--- config.mk ---
export PLATFORM = sky130hd
export DESIGN_NAME = imem_loader
export DESIGN_NICKNAME = d
export VERILOG_FILES = /design/src/rtl/pika_pkg.sv /design/src/rtl/loader_word_asm.sv /design/src/rtl/imem_loader.sv
export SDC_FILE = /design/constraint.sdc
export NUM_CORES = 1
export LEC_CHECK = 0
export BUFFER_PORTS_ARGS = -buffer_cell sky130_fd_sc_hd__buf_2
export CAP_MARGIN = 25
export CORE_AREA = 2 2 113 115
export CTS_BUF_LIST = sky130_fd_sc_hd__clkbuf_16
export DETAILED_ROUTE_END_ITERATION = 8
export DIE_AREA = 0 0 115 117
export HOLD_SLACK_MARGIN = 0.05
export PLACE_DENSITY = 0.64
export SLEW_MARGIN = 30
export SYNTH_ARGS = -nofsm -noshare
export SYNTH_HDL_FRONTEND = slang
export SYNTH_HIERARCHICAL = 1
export SYNTH_SLANG_ARGS = --single-unit
--- constraint.sdc ---
create_clock -name clk -period 2 [get_ports clk]
set_input_delay 0.3 -clock clk [delete_from_list [all_inputs] [get_ports clk]]
set_output_delay 0.3 -clock clk [all_outputs]
set_load 0.005 [all_outputs]
--- src/rtl/pika_pkg.sv ---
// Shared definitions for the instruction-memory loader: FSM encoding and stream framing constants.
package pika_pkg;

  typedef enum logic [2:0] {
    ST_IDLE = 3'd0,
    ST_HDR0 = 3'd1,
    ST_HDR1 = 3'd2,
    ST_DATA = 3'd3,
    ST_CSUM = 3'd4,
    ST_DONE = 3'd5,
    ST_ERR  = 3'd6
  } state_t;

  localparam int HDR_LEN = 2;
  localparam int CSUM_W  = 8;

endpackage

--- src/rtl/loader_word_asm.sv ---
// Packs a little-endian byte stream into 32-bit words; o_word_ready pulses the cycle after
// the 4th byte of each word is accepted.
module loader_word_asm (
  input  logic        clk,
  input  logic        rst_n,
  input  logic        i_clr,
  input  logic        i_byte_en,
  input  logic [7:0]  i_byte,
  output logic [31:0] o_word,
  output logic        o_word_ready,
  output logic        o_last_byte
);

  logic [1:0]  r_byte_cnt;
  logic [31:0] r_word;
  logic        r_word_ready;

  always_ff @(posedge clk or negedge rst_n) begin
    if (!rst_n) begin
      r_byte_cnt   <= 2'd0;
      r_word       <= 32'd0;
      r_word_ready <= 1'b0;
    end else begin
      r_word_ready <= 1'b0;
      if (i_clr) begin
        r_byte_cnt <= 2'd0;
      end else if (i_byte_en) begin
        // shift right so the first (least significant) byte ends up in [7:0]
        r_word       <= {i_byte, r_word[31:8]};
        r_byte_cnt   <= r_byte_cnt + 2'd1;
        r_word_ready <= (r_byte_cnt == 2'd3);
      end
    end
  end

  assign o_word       = r_word;
  assign o_word_ready = r_word_ready;
  assign o_last_byte  = (r_byte_cnt == 2'd3);

endmodule

--- src/rtl/imem_loader.sv ---
// Streams a checksummed program image into instruction memory and holds the core in reset
// until the image has been fully written and verified.
//
// state | meaning
// IDLE  | after reset, core held, waiting for start
// HDR0  | waiting for word count low byte
// HDR1  | waiting for word count high byte, range check
// DATA  | receiving payload words, writing imem
// CSUM  | waiting for XOR checksum byte
// DONE  | image verified, core released
// ERR   | bad count or checksum, core held
module imem_loader
  import pika_pkg::*;
#(
  parameter int ADDR_WIDTH = 8
) (
  input  logic        clk,
  input  logic        reset,
  input  logic        start,
  input  logic        in_valid,
  input  logic [7:0]  in_data,
  output logic        in_ready,
  output logic        imem_wr_en,
  output logic [31:0] imem_wr_addr,
  output logic [31:0] imem_wr_data,
  output logic        cpu_reset_n,
  output logic        busy,
  output logic        done,
  output logic        error,
  output logic [15:0] words_loaded
);

  localparam logic [31:0] DEPTH = 32'd1 << ADDR_WIDTH;

  state_t              r_state;
  logic                r_in_ready;
  logic                r_cpu_reset_n;
  logic                r_busy;
  logic                r_done;
  logic                r_error;
  logic [15:0]         r_words_loaded;
  logic [15:0]         r_words_left;
  logic [7:0]          r_cnt_lo;
  logic [CSUM_W-1:0]   r_csum;

  logic                w_xfer;
  logic                w_start_ok;
  logic [15:0]         w_cnt;
  logic                w_cnt_ok;
  logic                w_word_ready;
  logic                w_last_byte;
  logic [31:0]         w_word;

  assign w_xfer     = in_valid && r_in_ready;
  assign w_start_ok = start && ((r_state == ST_IDLE) || (r_state == ST_DONE) || (r_state == ST_ERR));
  assign w_cnt      = {in_data, r_cnt_lo};
  assign w_cnt_ok   = (w_cnt != 16'd0) && ({16'd0, w_cnt} <= DEPTH);

  loader_word_asm u_word_asm (
    .clk          (clk),
    .rst_n        (reset),
    .i_clr        (w_start_ok),
    .i_byte_en    (w_xfer && (r_state == ST_DATA)),
    .i_byte       (in_data),
    .o_word       (w_word),
    .o_word_ready (w_word_ready),
    .o_last_byte  (w_last_byte)
  );

  always_ff @(posedge clk or negedge reset) begin
    if (!reset) begin
      r_state        <= ST_IDLE;
      r_in_ready     <= 1'b0;
      r_cpu_reset_n  <= 1'b0;
      r_busy         <= 1'b0;
      r_done         <= 1'b0;
      r_error        <= 1'b0;
      r_words_loaded <= 16'd0;
      r_words_left   <= 16'd0;
      r_cnt_lo       <= 8'd0;
      r_csum         <= '0;
    end else begin
      // the write strobe for a word lands one cycle after its last byte
      if (w_word_ready) r_words_loaded <= r_words_loaded + 16'd1;

      case (r_state)
        ST_IDLE, ST_DONE, ST_ERR: begin
          if (w_start_ok) begin
            r_state        <= ST_HDR0;
            r_in_ready     <= 1'b1;
            r_busy         <= 1'b1;
            r_done         <= 1'b0;
            r_error        <= 1'b0;
            r_cpu_reset_n  <= 1'b0;
            r_words_loaded <= 16'd0;
            r_csum         <= '0;
          end
        end
        ST_HDR0: begin
          if (w_xfer) begin
            r_cnt_lo <= in_data;
            r_state  <= ST_HDR1;
          end
        end
        ST_HDR1: begin
          if (w_xfer) begin
            if (w_cnt_ok) begin
              r_words_left <= w_cnt;
              r_state      <= ST_DATA;
            end else begin
              r_state    <= ST_ERR;
              r_in_ready <= 1'b0;
              r_busy     <= 1'b0;
              r_error    <= 1'b1;
            end
          end
        end
        ST_DATA: begin
          if (w_xfer) begin
            r_csum <= r_csum ^ in_data;
            if (w_last_byte) begin
              r_words_left <= r_words_left - 16'd1;
              if (r_words_left == 16'd1) r_state <= ST_CSUM;
            end
          end
        end
        ST_CSUM: begin
          if (w_xfer) begin
            r_in_ready <= 1'b0;
            r_busy     <= 1'b0;
            if (in_data == r_csum) begin
              r_state       <= ST_DONE;
              r_done        <= 1'b1;
              r_cpu_reset_n <= 1'b1;
            end else begin
              r_state <= ST_ERR;
              r_error <= 1'b1;
            end
          end
        end
        default: begin
          r_state    <= ST_IDLE;
          r_in_ready <= 1'b0;
          r_busy     <= 1'b0;
        end
      endcase
    end
  end

  assign in_ready     = r_in_ready;
  assign imem_wr_en   = w_word_ready;
  assign imem_wr_addr = {{(32-ADDR_WIDTH){1'b0}}, r_words_loaded[ADDR_WIDTH-1:0]};
  assign imem_wr_data = w_word;
  assign cpu_reset_n  = r_cpu_reset_n;
  assign busy         = r_busy;
  assign done         = r_done;
  assign error        = r_error;
  assign words_loaded = r_words_loaded;

endmodule

==> impl_metrics.toml <==
[pwr]
power_density_nw_per_um2 = 1040
power.leakage_nw = 2.78
ir_drop_v = 0.000446

[floorplanning]
die_w_um = 115
die_area_sq_um = 13500
rows = 41
die_h_um = 117
core_sq_um = 12300
ios = 98
start_util_pct = 39.2

[synthesis]
synthesis.area_sq_um = 4830
yosysUniqueCellTypes = 60
synth.top_cell.area_share_pct = 46.1
synth.avg_cell_area_sq_um = 10.5
ys_ff_latch = 89
syn-instance-count = 461
async_flop_share_pct = 100
synth_most_common_cell = "dfrtp_1"
synth_area_leaders = "dfrtp_1 46%, mux2_4 9.0%, buf_4 5.3%"
ys_seq_area_share_pct = 46.1
synth_warnings = 6
ys.flop_type = "dfrtp_1"
synthTopCellsByCount = "89 x dfrtp_1, 48 x nor2_1, 34 x buf_4"
synth_edf_count = 0
synth_area_leader_cell = "dfrtp_1"

[timing]
fmax_mhz = 503
tightest_slew_ns = 0.564
rsz0062_at_grt = "true"
hold_slack_ns = 0.274
skew_ns = 0.00781
setup_slack_ns = 0.0132
setup_viol = 0
final_hold_viol_count = 0
timing.setup.tns_ns = 0
slew-limit-headroom_pct = 62.1
finalMaxSlewViolations = 0
period_share_pct = 99.3
timing.final.crit_period_ns = 1.99

[detailed_routing]
drt_iter0_drc = 321
wirelength_mm = 10.7
remaining_drc_errors = 0
avgRoutedWirePerCell_um = 15.2
vias_per_cell = 5.29
ant_nets = 0
dr.pass1.iters = 5
vias = 3747

[clocking]
cts-root-buf = "clkbuf_16"
clk_pin_slew_ns = 0.07
insertion_delay_ns = 0.34
cts_buffers = 9
htree_levels = 3
cts_tree = "yes"
post_cts_buffers = 0
cts_sinks = 89
cts_buffer_depth = 2

[run_status]
status = "complete, no violations"

[setup_path]
r2r-end = "r_words_left[10]$_DFFE_PN0P_"
path_class = "reg -> reg"
critPathMaxFanout = 4
crit_slowest_cell = "dfrtp_1"
startpoint_type = "flop"
worstRegToRegCells = 5
reg2reg_slack_ns = 0.01
path_cells = "nor4_4, a21boi_2, o41ai_4, or3b_1, a22o_1"
crit_path_end_kind = "flop"
max_stage_delay_ns = 0.43
crit_required_ns = 2.23
critPathArrivalTime_ns = 2.22
reg2reg_from = "r_cnt_lo[4]$_DFFE_PN0P_"

[placement]
dpl_worst_slack_ns = -0.0393
portBuffers = 73
gp_congestion = 0.874
dpl.hpwl_mm = 7.91

[worst_hold_path]
whs_endpoint = "r_csum[3]$_DFFE_PN0P_"
hp-class = "in -> reg"
min_from = "in_data[3]"
hold_path_depth = 3

[final_layout]
antenna_cells = 0
post-route-util_pct = 46.8
area_delta_synth_final_pct = 19.4
nets = 569
drive_gt1_share_pct = 32.4

[global_routing]
grt_pass1_vias = 3383
grt_start_max_net_pins = 47
overflow = 0
antenna_found_initial = 0
grt_util_all_layers_pct = 16.2
grt_pass1_wl_mm = 17.3

[run]
drv_cap = 0
## per-stage QoR
| step | instances | power (mW) | area (sq um) |
|---|---|---|---|
| after floorplan | 484 | 3.65 | 4940 |
| after global placement | 691 | 4.19 | 5410 |
| after detailed placement | 691 | 4.24 | 5410 |
| after CTS | 708 | 6.03 | 5740 |
| after global routing | 708 | 6.38 | 5760 |
| final | 708 | 6.01 | 5760 |
## cells in the final DEF (no fill, tap or decap), drive strengths merged, types with 3 or more instances in the layout
cell    instances
buf           113
dfrtp          89
nor2           49
mux2           41
o21ai          33
nand2          31
a21oi          26
conb           24
xnor2          13
inv            13
xor2           10
clkbuf          9
nand4           8
nand3           8
a31oi           8
nor3            7
nor4            7
and3            6
or3             4
ha              4
o31ai           4
nand3b          3
and2            3
o211ai          3
o22ai           3
## where the power goes
| part | internal [mW] | switching (mW) | leakage, nW |
|---|---|---|---|
| logic | 0.886 | 0.879 | 1.43 |
| registers | 2.13 | 0.354 | 1.20 |
| clock network | 0.991 | 0.771 | 0.149 |
| total | 4.01 | 2.00 | 2.78 |
## worst max-delay path, delay by kind of cell, from the launching register on
| family | cells | cell delay (ns) |
|---|---|---|
| flip-flops | 1 | 0.43 |
| AO/OA/AOI/OAI | 3 | 0.74 |
| AND/OR/NAND/NOR | 2 | 0.71 |
## per-layer routing
metal	up-vias	wire, um	GRT usage [%]
met3	22	566	4.38
met4	0	247	6.43
li1	1766	-	-
met5	-	0	0
met1	1834	4860	21.5
met2	125	5060	25.4
## cells by family (layout without fill, tap and decap cells)
family / Yosys count / in the layout / share of synthesized area, %
simple gates: 139 / 139 / 14.7
compound gates: 96 / 96 / 12.5
flops: 89 / 89 / 46.1
buf+inv: 66 / 140 / 9.15
mux: 43 / 43 / 12.2
xor+xnor: 23 / 23 / 4.17
fa+ha+maj: 4 / 4 / 1.04
other cells: 1 / 24 / 0.0777
## final cells by class
class                   count  area, sq um
fillers                  1128         6550
multi-input cells         329         2280
flip-flops and latches     89         2230
repair buffers            114          716
clock buffers               9          225
well taps                 150          188
clock inverters             7         83.8
inverters                  10         37.5
## sequential cells by signal, indices dropped and copies added (netlist names)
| signal | count |
|---|---|
| u_word_asm/r_byte_cnt | 2 |
| r_cnt_lo | 8 |
| words_loaded | 16 |
| r_csum | 8 |
| done | 1 |
| error | 1 |
| u_word_asm/o_word_ready | 1 |
| r_words_left | 16 |
| u_word_asm/o_word | 32 |
| busy | 1 |
| r_state | 3 |
## worst max-delay path by stage
stage,start,endpoint,slack [ns],cells past startpoint
6_report,r_cnt_lo[4]$_DFFE_PN0P_,r_words_left[10]$_DFFE_PN0P_,0.01,5
5_1_grt,r_cnt_lo[4]$_DFFE_PN0P_,r_words_left[10]$_DFFE_PN0P_,-0.06,5
4_1_cts,r_cnt_lo[4]$_DFFE_PN0P_,r_words_left[10]$_DFFE_PN0P_,0.03,5
3_5_place_dp,r_cnt_lo[4]$_DFFE_PN0P_,r_words_left[10]$_DFFE_PN0P_,-0.04,5
3_3_place_gp,in_data[7],r_words_left[10]$_DFFE_PN0P_,0.04,7
2_1_floorplan,r_state[2]$_DFFE_PN0P_,u_word_asm/o_word[0]$_DFFE_PN0P_,0.02,10
## what timing repair did
item	CTS	global route
cloned	0	0
hold endpoints to repair	15	0
resized for setup	1	5
hold buffers	1	0
endpoints found under the setup margin	1	8
pin swaps	1	1
Power figures use the tool's default switching activity.
